### src/rtl/lsu_ctrl.sv
// lsu_ctrl: load/store sequencer between the MEM stage and a word-addressed
// data memory with a req/ack handshake.
//
// Ports:
//   clk, rst              clock and synchronous active-high reset
//   req_valid/req_ready   access handshake from the pipeline
//   inst, addr, wdata     instruction word, byte address, right-aligned store data
//   resp_valid            one-cycle completion pulse
//   resp_rdata, resp_err  extended load data and error flag, valid with resp_valid
//   mem_req, mem_we       memory beat request / write beat
//   mem_addr, mem_be      word-aligned beat address and byte-lane enables
//   mem_wdata             lane-aligned write data
//   mem_ack, mem_rdata    beat completion and read data from memory
//
// Accesses crossing a word boundary are split into two beats (word, word+4).
// Every memory and response output is decoded from registered state only.
module lsu_ctrl #(
    parameter int WIDTH   = 32,
    parameter int TIMEOUT = 0
) (
    input  logic             clk,
    input  logic             rst,
    input  logic             req_valid,
    output logic             req_ready,
    input  logic [WIDTH-1:0] inst,
    input  logic [WIDTH-1:0] addr,
    input  logic [WIDTH-1:0] wdata,
    output logic             resp_valid,
    output logic [WIDTH-1:0] resp_rdata,
    output logic             resp_err,
    output logic             mem_req,
    output logic             mem_we,
    output logic [WIDTH-1:0] mem_addr,
    output logic [3:0]       mem_be,
    output logic [WIDTH-1:0] mem_wdata,
    input  logic             mem_ack,
    input  logic [WIDTH-1:0] mem_rdata
);

    localparam logic [6:0]  OP_LOAD  = 7'b0000011;
    localparam logic [6:0]  OP_STORE = 7'b0100011;
    localparam logic [31:0] TO       = 32'(TIMEOUT);

    typedef enum logic [1:0] {IDLE, ACC0, ACC1, RESP} state_t;

    // Latched access; only the fields the datapath needs are kept.
    typedef struct packed {
        logic        st;
        logic [2:0]  f3;
        logic [31:0] addr;
        logic [31:0] wdata;
    } req_t;

    state_t      state_q, state_d;
    req_t        req_q, req_d;
    logic [31:0] lo_q, lo_d;
    logic [31:0] hi_q, hi_d;
    logic        err_q, err_d;
    logic [31:0] cnt_q, cnt_d;

    // Instruction bits outside opcode/funct3 carry no meaning here.
    logic unused_inst;
    assign unused_inst = ^{inst[WIDTH-1:15], inst[11:7]};

    // ---------------- decode of the incoming instruction ----------------
    logic [2:0] f3_in;
    logic       is_ld, is_st, legal;

    always_comb begin
        f3_in = inst[14:12];
        is_ld = (inst[6:0] == OP_LOAD);
        is_st = (inst[6:0] == OP_STORE);
        legal = 1'b0;
        if (is_ld) begin
            case (f3_in)
                3'b000, 3'b001, 3'b010, 3'b100, 3'b101: legal = 1'b1;
                default:                                legal = 1'b0;
            endcase
        end else if (is_st) begin
            case (f3_in)
                3'b000, 3'b001, 3'b010: legal = 1'b1;
                default:                legal = 1'b0;
            endcase
        end
    end

    // ---------------- size / split / lane alignment ----------------
    logic [1:0]  off;
    logic [2:0]  size;
    logic [7:0]  mask;
    logic        split;
    logic [7:0]  be8;
    logic [63:0] wd64;
    logic [63:0] r64;
    logic [31:0] r;
    logic [31:0] word_addr;
    logic [31:0] ld_data;

    always_comb begin
        off = req_q.addr[1:0];
        case (req_q.f3[1:0])
            2'b00:   begin size = 3'd1; mask = 8'h01; end
            2'b01:   begin size = 3'd2; mask = 8'h03; end
            default: begin size = 3'd4; mask = 8'h0F; end
        endcase
        split     = ({1'b0, off} + size) > 3'd4;
        be8       = mask << off;
        wd64      = {32'b0, req_q.wdata} << {off, 3'b000};
        // hi_q is held at zero for non-split loads, so the shift is uniform.
        r64       = {hi_q, lo_q} >> {off, 3'b000};
        r         = r64[31:0];
        word_addr = {req_q.addr[31:2], 2'b00};
        case (req_q.f3)
            3'b000:  ld_data = {{24{r[7]}}, r[7:0]};
            3'b100:  ld_data = {24'b0, r[7:0]};
            3'b001:  ld_data = {{16{r[15]}}, r[15:0]};
            3'b101:  ld_data = {16'b0, r[15:0]};
            default: ld_data = r;
        endcase
    end

    // ---------------- timeout ----------------
    // Expires on the cycle the count would reach TIMEOUT without an ack;
    // an ack in that same cycle still wins because ack is tested first.
    logic expire;
    assign expire = (TIMEOUT != 0) && ((cnt_q + 32'd1) == TO);

    // ---------------- next state ----------------
    always_comb begin
        state_d = state_q;
        req_d   = req_q;
        lo_d    = lo_q;
        hi_d    = hi_q;
        err_d   = err_q;
        cnt_d   = cnt_q;
        case (state_q)
            IDLE: begin
                if (req_valid && req_ready) begin
                    req_d.st    = is_st;
                    req_d.f3    = f3_in;
                    req_d.addr  = addr;
                    req_d.wdata = wdata;
                    lo_d        = '0;
                    hi_d        = '0;
                    cnt_d       = '0;
                    err_d       = !legal;
                    state_d     = legal ? ACC0 : RESP;
                end
            end
            ACC0: begin
                if (mem_ack) begin
                    lo_d    = mem_rdata;
                    cnt_d   = '0;
                    state_d = split ? ACC1 : RESP;
                end else if (expire) begin
                    err_d   = 1'b1;
                    state_d = RESP;
                end else begin
                    cnt_d = cnt_q + 32'd1;
                end
            end
            ACC1: begin
                if (mem_ack) begin
                    hi_d    = mem_rdata;
                    state_d = RESP;
                end else if (expire) begin
                    err_d   = 1'b1;
                    state_d = RESP;
                end else begin
                    cnt_d = cnt_q + 32'd1;
                end
            end
            RESP:    state_d = IDLE;
            default: state_d = IDLE;
        endcase
    end

    always_ff @(posedge clk) begin
        if (rst) begin
            state_q <= IDLE;
            req_q   <= '0;
            lo_q    <= '0;
            hi_q    <= '0;
            err_q   <= 1'b0;
            cnt_q   <= '0;
        end else begin
            state_q <= state_d;
            req_q   <= req_d;
            lo_q    <= lo_d;
            hi_q    <= hi_d;
            err_q   <= err_d;
            cnt_q   <= cnt_d;
        end
    end

    // ---------------- outputs (Moore) ----------------
    always_comb begin
        req_ready  = (state_q == IDLE) && !rst;
        mem_req    = 1'b0;
        mem_we     = 1'b0;
        mem_addr   = '0;
        mem_be     = '0;
        mem_wdata  = '0;
        resp_valid = 1'b0;
        resp_err   = 1'b0;
        resp_rdata = '0;
        case (state_q)
            ACC0: begin
                mem_req   = 1'b1;
                mem_we    = req_q.st;
                mem_addr  = word_addr;
                mem_be    = be8[3:0];
                mem_wdata = wd64[31:0];
            end
            ACC1: begin
                mem_req   = 1'b1;
                mem_we    = req_q.st;
                mem_addr  = word_addr + 32'd4;
                mem_be    = be8[7:4];
                mem_wdata = wd64[63:32];
            end
            RESP: begin
                resp_valid = 1'b1;
                resp_err   = err_q;
                resp_rdata = (err_q || req_q.st) ? 32'b0 : ld_data;
            end
            default: ;
        endcase
    end

endmodule
### config.mk
export PLATFORM = sky130hd
export DESIGN_NAME = lsu_ctrl
export DESIGN_NICKNAME = d
export VERILOG_FILES = /design/src/rtl/lsu_ctrl.sv
export SDC_FILE = /design/constraint.sdc
export NUM_CORES = 1
export LEC_CHECK = 0
export ABC_AREA = 1
export CAP_MARGIN = 20
export CORE_MARGIN = 4
export CORE_UTILIZATION = 52
export DETAILED_ROUTE_END_ITERATION = 6
export PLACE_DENSITY = 0.87
export SLEW_MARGIN = 5
export SYNTH_ARGS = -nofsm -noshare
export SYNTH_HDL_FRONTEND = slang
export SYNTH_SLANG_ARGS = --single-unit
### constraint.sdc
create_clock -name clk -period 3.7 [get_ports clk]
set_input_delay 1.11 -clock clk [delete_from_list [all_inputs] [get_ports clk]]
set_output_delay 1.11 -clock clk [all_outputs]
set_load 0.1 [all_outputs]
Yosys cells after proc, flatten, opt, wreduce, memory -nomap -nowiden
Cells that the tools add are included.
W data, S select, Z words.
- register bits: 135
- output and inout bits: 105
- word-level logic and storage cells: 74
- input port bits: 132
- equal/unequal tests: 16
- shift-type cells: 3
- order comparisons: 1
- add/sub/neg operators: 2
- mux-type cells: 26
- reduce and logical (&&, ||, !) cells: 18
- operators by type and width (cell ; number):
    $pmux W32 S2 ; 4
    $mux W32 ; 4
    $pmux W32 S4 ; 1
    $shl A32 B5 Y64 ; 1
    $shr A64 B5 Y32 ; 1
    $add A32 B3 Y32 const B ; 1
    $pmux W4 S2 ; 2
    $eq A3 B3 Y1 const B ; 4
    $mux W1 ; 9
    $reduce_and A3 Y1 ; 3
    $mux W2 ; 4
    $pmux W2 S4 ; 1
    $shl A8 B2 Y8 ; 1
    $eq A7 B2 Y1 const B ; 1
    $eq A7 B6 Y1 const B ; 1
    $eq A3 B1 Y1 const B ; 2
    $logic_not A3 Y1 ; 2
    $ne A2 B2 Y1 const B ; 3
    $pmux W3 S2 ; 1
    $reduce_or A5 Y1 ; 1
    $eq A2 B1 Y1 const B ; 2
    $eq A2 B2 Y1 const B ; 2
    $logic_not A2 Y1 ; 2
    $reduce_bool A2 Y1 ; 2
    other kinds (9) ; 11

Longest topological paths before layout
- depth after elaboration: 8
- mapped depth: 12
- depth with buffers taken out: 12

Least setup slack after synthesis
OpenSTA, ideal clock, no wires.
- path type: reg-to-output
- start point: reg state_q[0]
- end point: out mem_addr[6]
- setup slack: -1.481 ns
- path buffers: 1
- stages on the path, launching flop included: 6
- required time: 2.590 ns
- data arrival time: 4.071 ns
- path through: dfxtp_1 inv_1 ha_1 buf_2 clkinv_1 a221oi_1
- longest elaborated chain between the ends: 2
- elaborated cells on any way between the ends: 3
- those cells by class: eq/ne: 2; mux: 1
- ends and longest elaborated chain (element ; line ; text):
    start, declared ; 54 ; state_t state_q, state_d;
    start signal, assigned ; 187 ; state_q <= state_d;
    $eq A2 B2 Y1 / $eq A2 B1 Y1 (equally long branches) ; 207 ; case (state_q)
    $pmux W32 S2 * ; 207 ;
    end, declared ; 33 ; output logic [WIDTH-1:0] mem_addr,
Every way passes the cells marked *; elsewhere a longest branch is shown, timed or not.

Worst setup path after layout
- start point: reg state_q[0]
- end point: out mem_wdata[26]
- longest elaborated chain between the ends: 2
- elaborated cells on any way between the ends: 3
- those cells by class: eq/ne: 2; mux: 1
- ends and longest elaborated chain (element ; line ; text):
    $eq A2 B2 Y1 / $eq A2 B1 Y1 (equally long branches) ; 207 ;
    $pmux W32 S2 * ; 207 ;
    end, declared ; 35 ; output logic [WIDTH-1:0] mem_wdata,
Marks and branches as above.

==> reports/qor.csv <==
metric;value;unit
Worst Max-Slew Pin Slew;0.952;ns
Overflow after GRT;0;
mapped cell area;8070;um2
Post-CTS Setup Inserts;0;
drt drc;0;
vias in the first global route;9188;
core area;15200;um2
Peak VDD IR;511;uV
Starting Density;53.1;%
# H-tree levels;4;
CP peak stage delay;0.45;ns
FMAX;277;MHz
fin. max-slew vios;0;
WL per Instance;18.7;um
Ys Warns;0;
syn avg cell area;6.15;um2
post-DR vias/cell;5.91;
crit path launch;state_q[0];
CP Data Arrival Time;2.49;ns
Placed Cells;1655;
Worst-Skew Late Latency;0.43;ns
cells after synthesis;1313;
1st-iter DRT viols;1314;
Final Power;6.94;mW
first-pass GRT wire length;49100;um
post-route cell area;12400;um2
Pre-antenna DRT Iters;7;
Layout Cells excl Fill;1687;
proportion of layout cells with a drive suffix above 1;18.7;%
post-cts resize count;0;
sequential element share of the synthesized area;31.5;%
CP most frequent cell;inv_1;
CTS buffer count;17;
CTS tree;yes;
Post-synth EDFFs;0;
Hold/Removal Path Class;register to register;
CP max FO;23;
nets@finish;1627;
DIE AREA;17600;um2
Slowest cell on crit path;dfxtp_1;
status;finished clean;
TNS Setup;0;ns
Area Overhead vs Synth;54.2;%
Rows;45;
Async SR Flop Fraction;0;%
HP Start;lo_q[1];
Unique masters post-synth;44;
Detailed Route WL;31600;um
critical setup path kind;register to output pin;
crit start category;register;
clock sinks;127;
number of diodes;0;
commonest non-fill, non-tap cell in the layout;nand2_1;
MaxCap Viol Count;0;
setup ws final;0.0952;ns
Final HPWL DP;22600;um
Final Wtd Congestion;1.00;
RSZ-0062 raised after global routing;false;
final setup violating endpoints;0;
antenna-violating nets left;0;
largest net degree at the start of global routing;59;
I/O pin total;237;
DP Worst Slack;0.484;ns
Leakage;4.40;nW
placed inst area;11800;um2
# port buffers;212;
Max Buffers Root-to-Sink;2;
die extent in y;133;um
Vias;9964;
WP data required;2.59;ns
R2R Path Start;state_q[0];
PwrDens;558;nW/um2
hold buffers post-CTS;0;
Fin. Hold Viols;0;
root buffer cell;clkbuf_16;
Total GRT Usage;34.7;%
Die Wd;133;um
Hold Slack;0.463;ns
final core utilization;81.9;%
Clock Skew;0.00443;ns
min cycle time layout;3.60;ns
CP Capture Type;output pin;
fillers;977;
ys flop type;dfxtp_1;
initial antenna violation count;1;
CTS clk-pin slew, worst paths;0.06;ns
max_slew headroom;36.3;%
Yosys reg bits;127;
commonest non-fill, non-tap cells in the layout;nand2_1, a21oi_1, o21ai_0;
CP cell instances;inv_1 -> ha_4 -> nand2_1 -> inv_1 -> buf_6 -> o21ai_0 -> nor2_4 -> buf_12;
Final Cycle Share;97.4;%
[area by class of cell]
class                      instances  area [um2]  area share [%]
multi-input combinational       1000        5340            42.9
clock buffer                      17         425            3.42
inverter                         102         390            3.14
sequential                       127        2550            20.5
tap                              188         235            1.89
clock inverter                    15         185            1.49
timing repair buffer             238        3320            26.7
[state kept, by name, indices dropped and copies added (netlist names)]
name / flops
off: 2
err_q: 1
lo_q: 32
hi_q: 24
req_q: 66
state_q: 2
[per-layer routing]
layer	part of all wire, %	wire, um	vias to the layer above	track usage [%]
met2	47	14700	639	56.6
li1	-	-	4667	-
met5	0.038	12	-	0
met4	5.1	1610	2	16.6
met1	38	12000	4537	44.2
met3	10	3230	119	6.62
[power by group]
group          total (mW)  switching (mW)  leakage (nW)  internal, mW
Sequential           1.90           0.271          1.04          1.63
Clock                1.75           0.684         0.294          1.07
Combinational        3.29            2.31          3.07         0.981
Total                6.94            3.27          4.40          3.67
[logic make-up after synthesis]
kind of cell,count (synthesis),share of synthesized area (%)
AOI/OAI and AO/OA,376,24.7
other,1,0.0465
and+or+nand+nor,606,30.9
muxes,7,0.868
adders and majority gates,9,1.49
DFF,127,31.5
buffers and inverters,187,10.5
[critical path, delay by kind of cell (launching register included)]
kind	cells	cell delay, ns
AO/OA/AOI/OAI	1	0.22
adder cells (fa/ha/maj)	1	0.39
buffers and inverters	4	0.70
flip-flops	1	0.45
AND/OR/NAND/NOR	2	0.31
[cell usage after synthesis (9+ instances only)]
master / n / area [um2]
nand2_1: 379 / 1420
a21oi_1: 186 / 931
o21ai_0: 151 / 756
dfxtp_1: 127 / 2540
nor2_1: 112 / 420
inv_1: 93 / 349
nand3_1: 76 / 380
clkbuf_1: 37 / 139
buf_2: 25 / 125
a31oi_1: 17 / 106
nor2_2: 15 / 93.8
nand4_1: 10 / 62.6
buf_6: 9 / 101
[worst paths after layout]
path                        end  slack [ns]  cells past startpoint
setup / recovery  mem_wdata[26]         0.1                      8
setup reg to reg        hi_q[7]        1.41                      6
hold / removal          lo_q[1]        0.46                      2
hold reg to reg         lo_q[1]        0.46                      2
No activity file was read; power rests on OpenSTA's default activity.
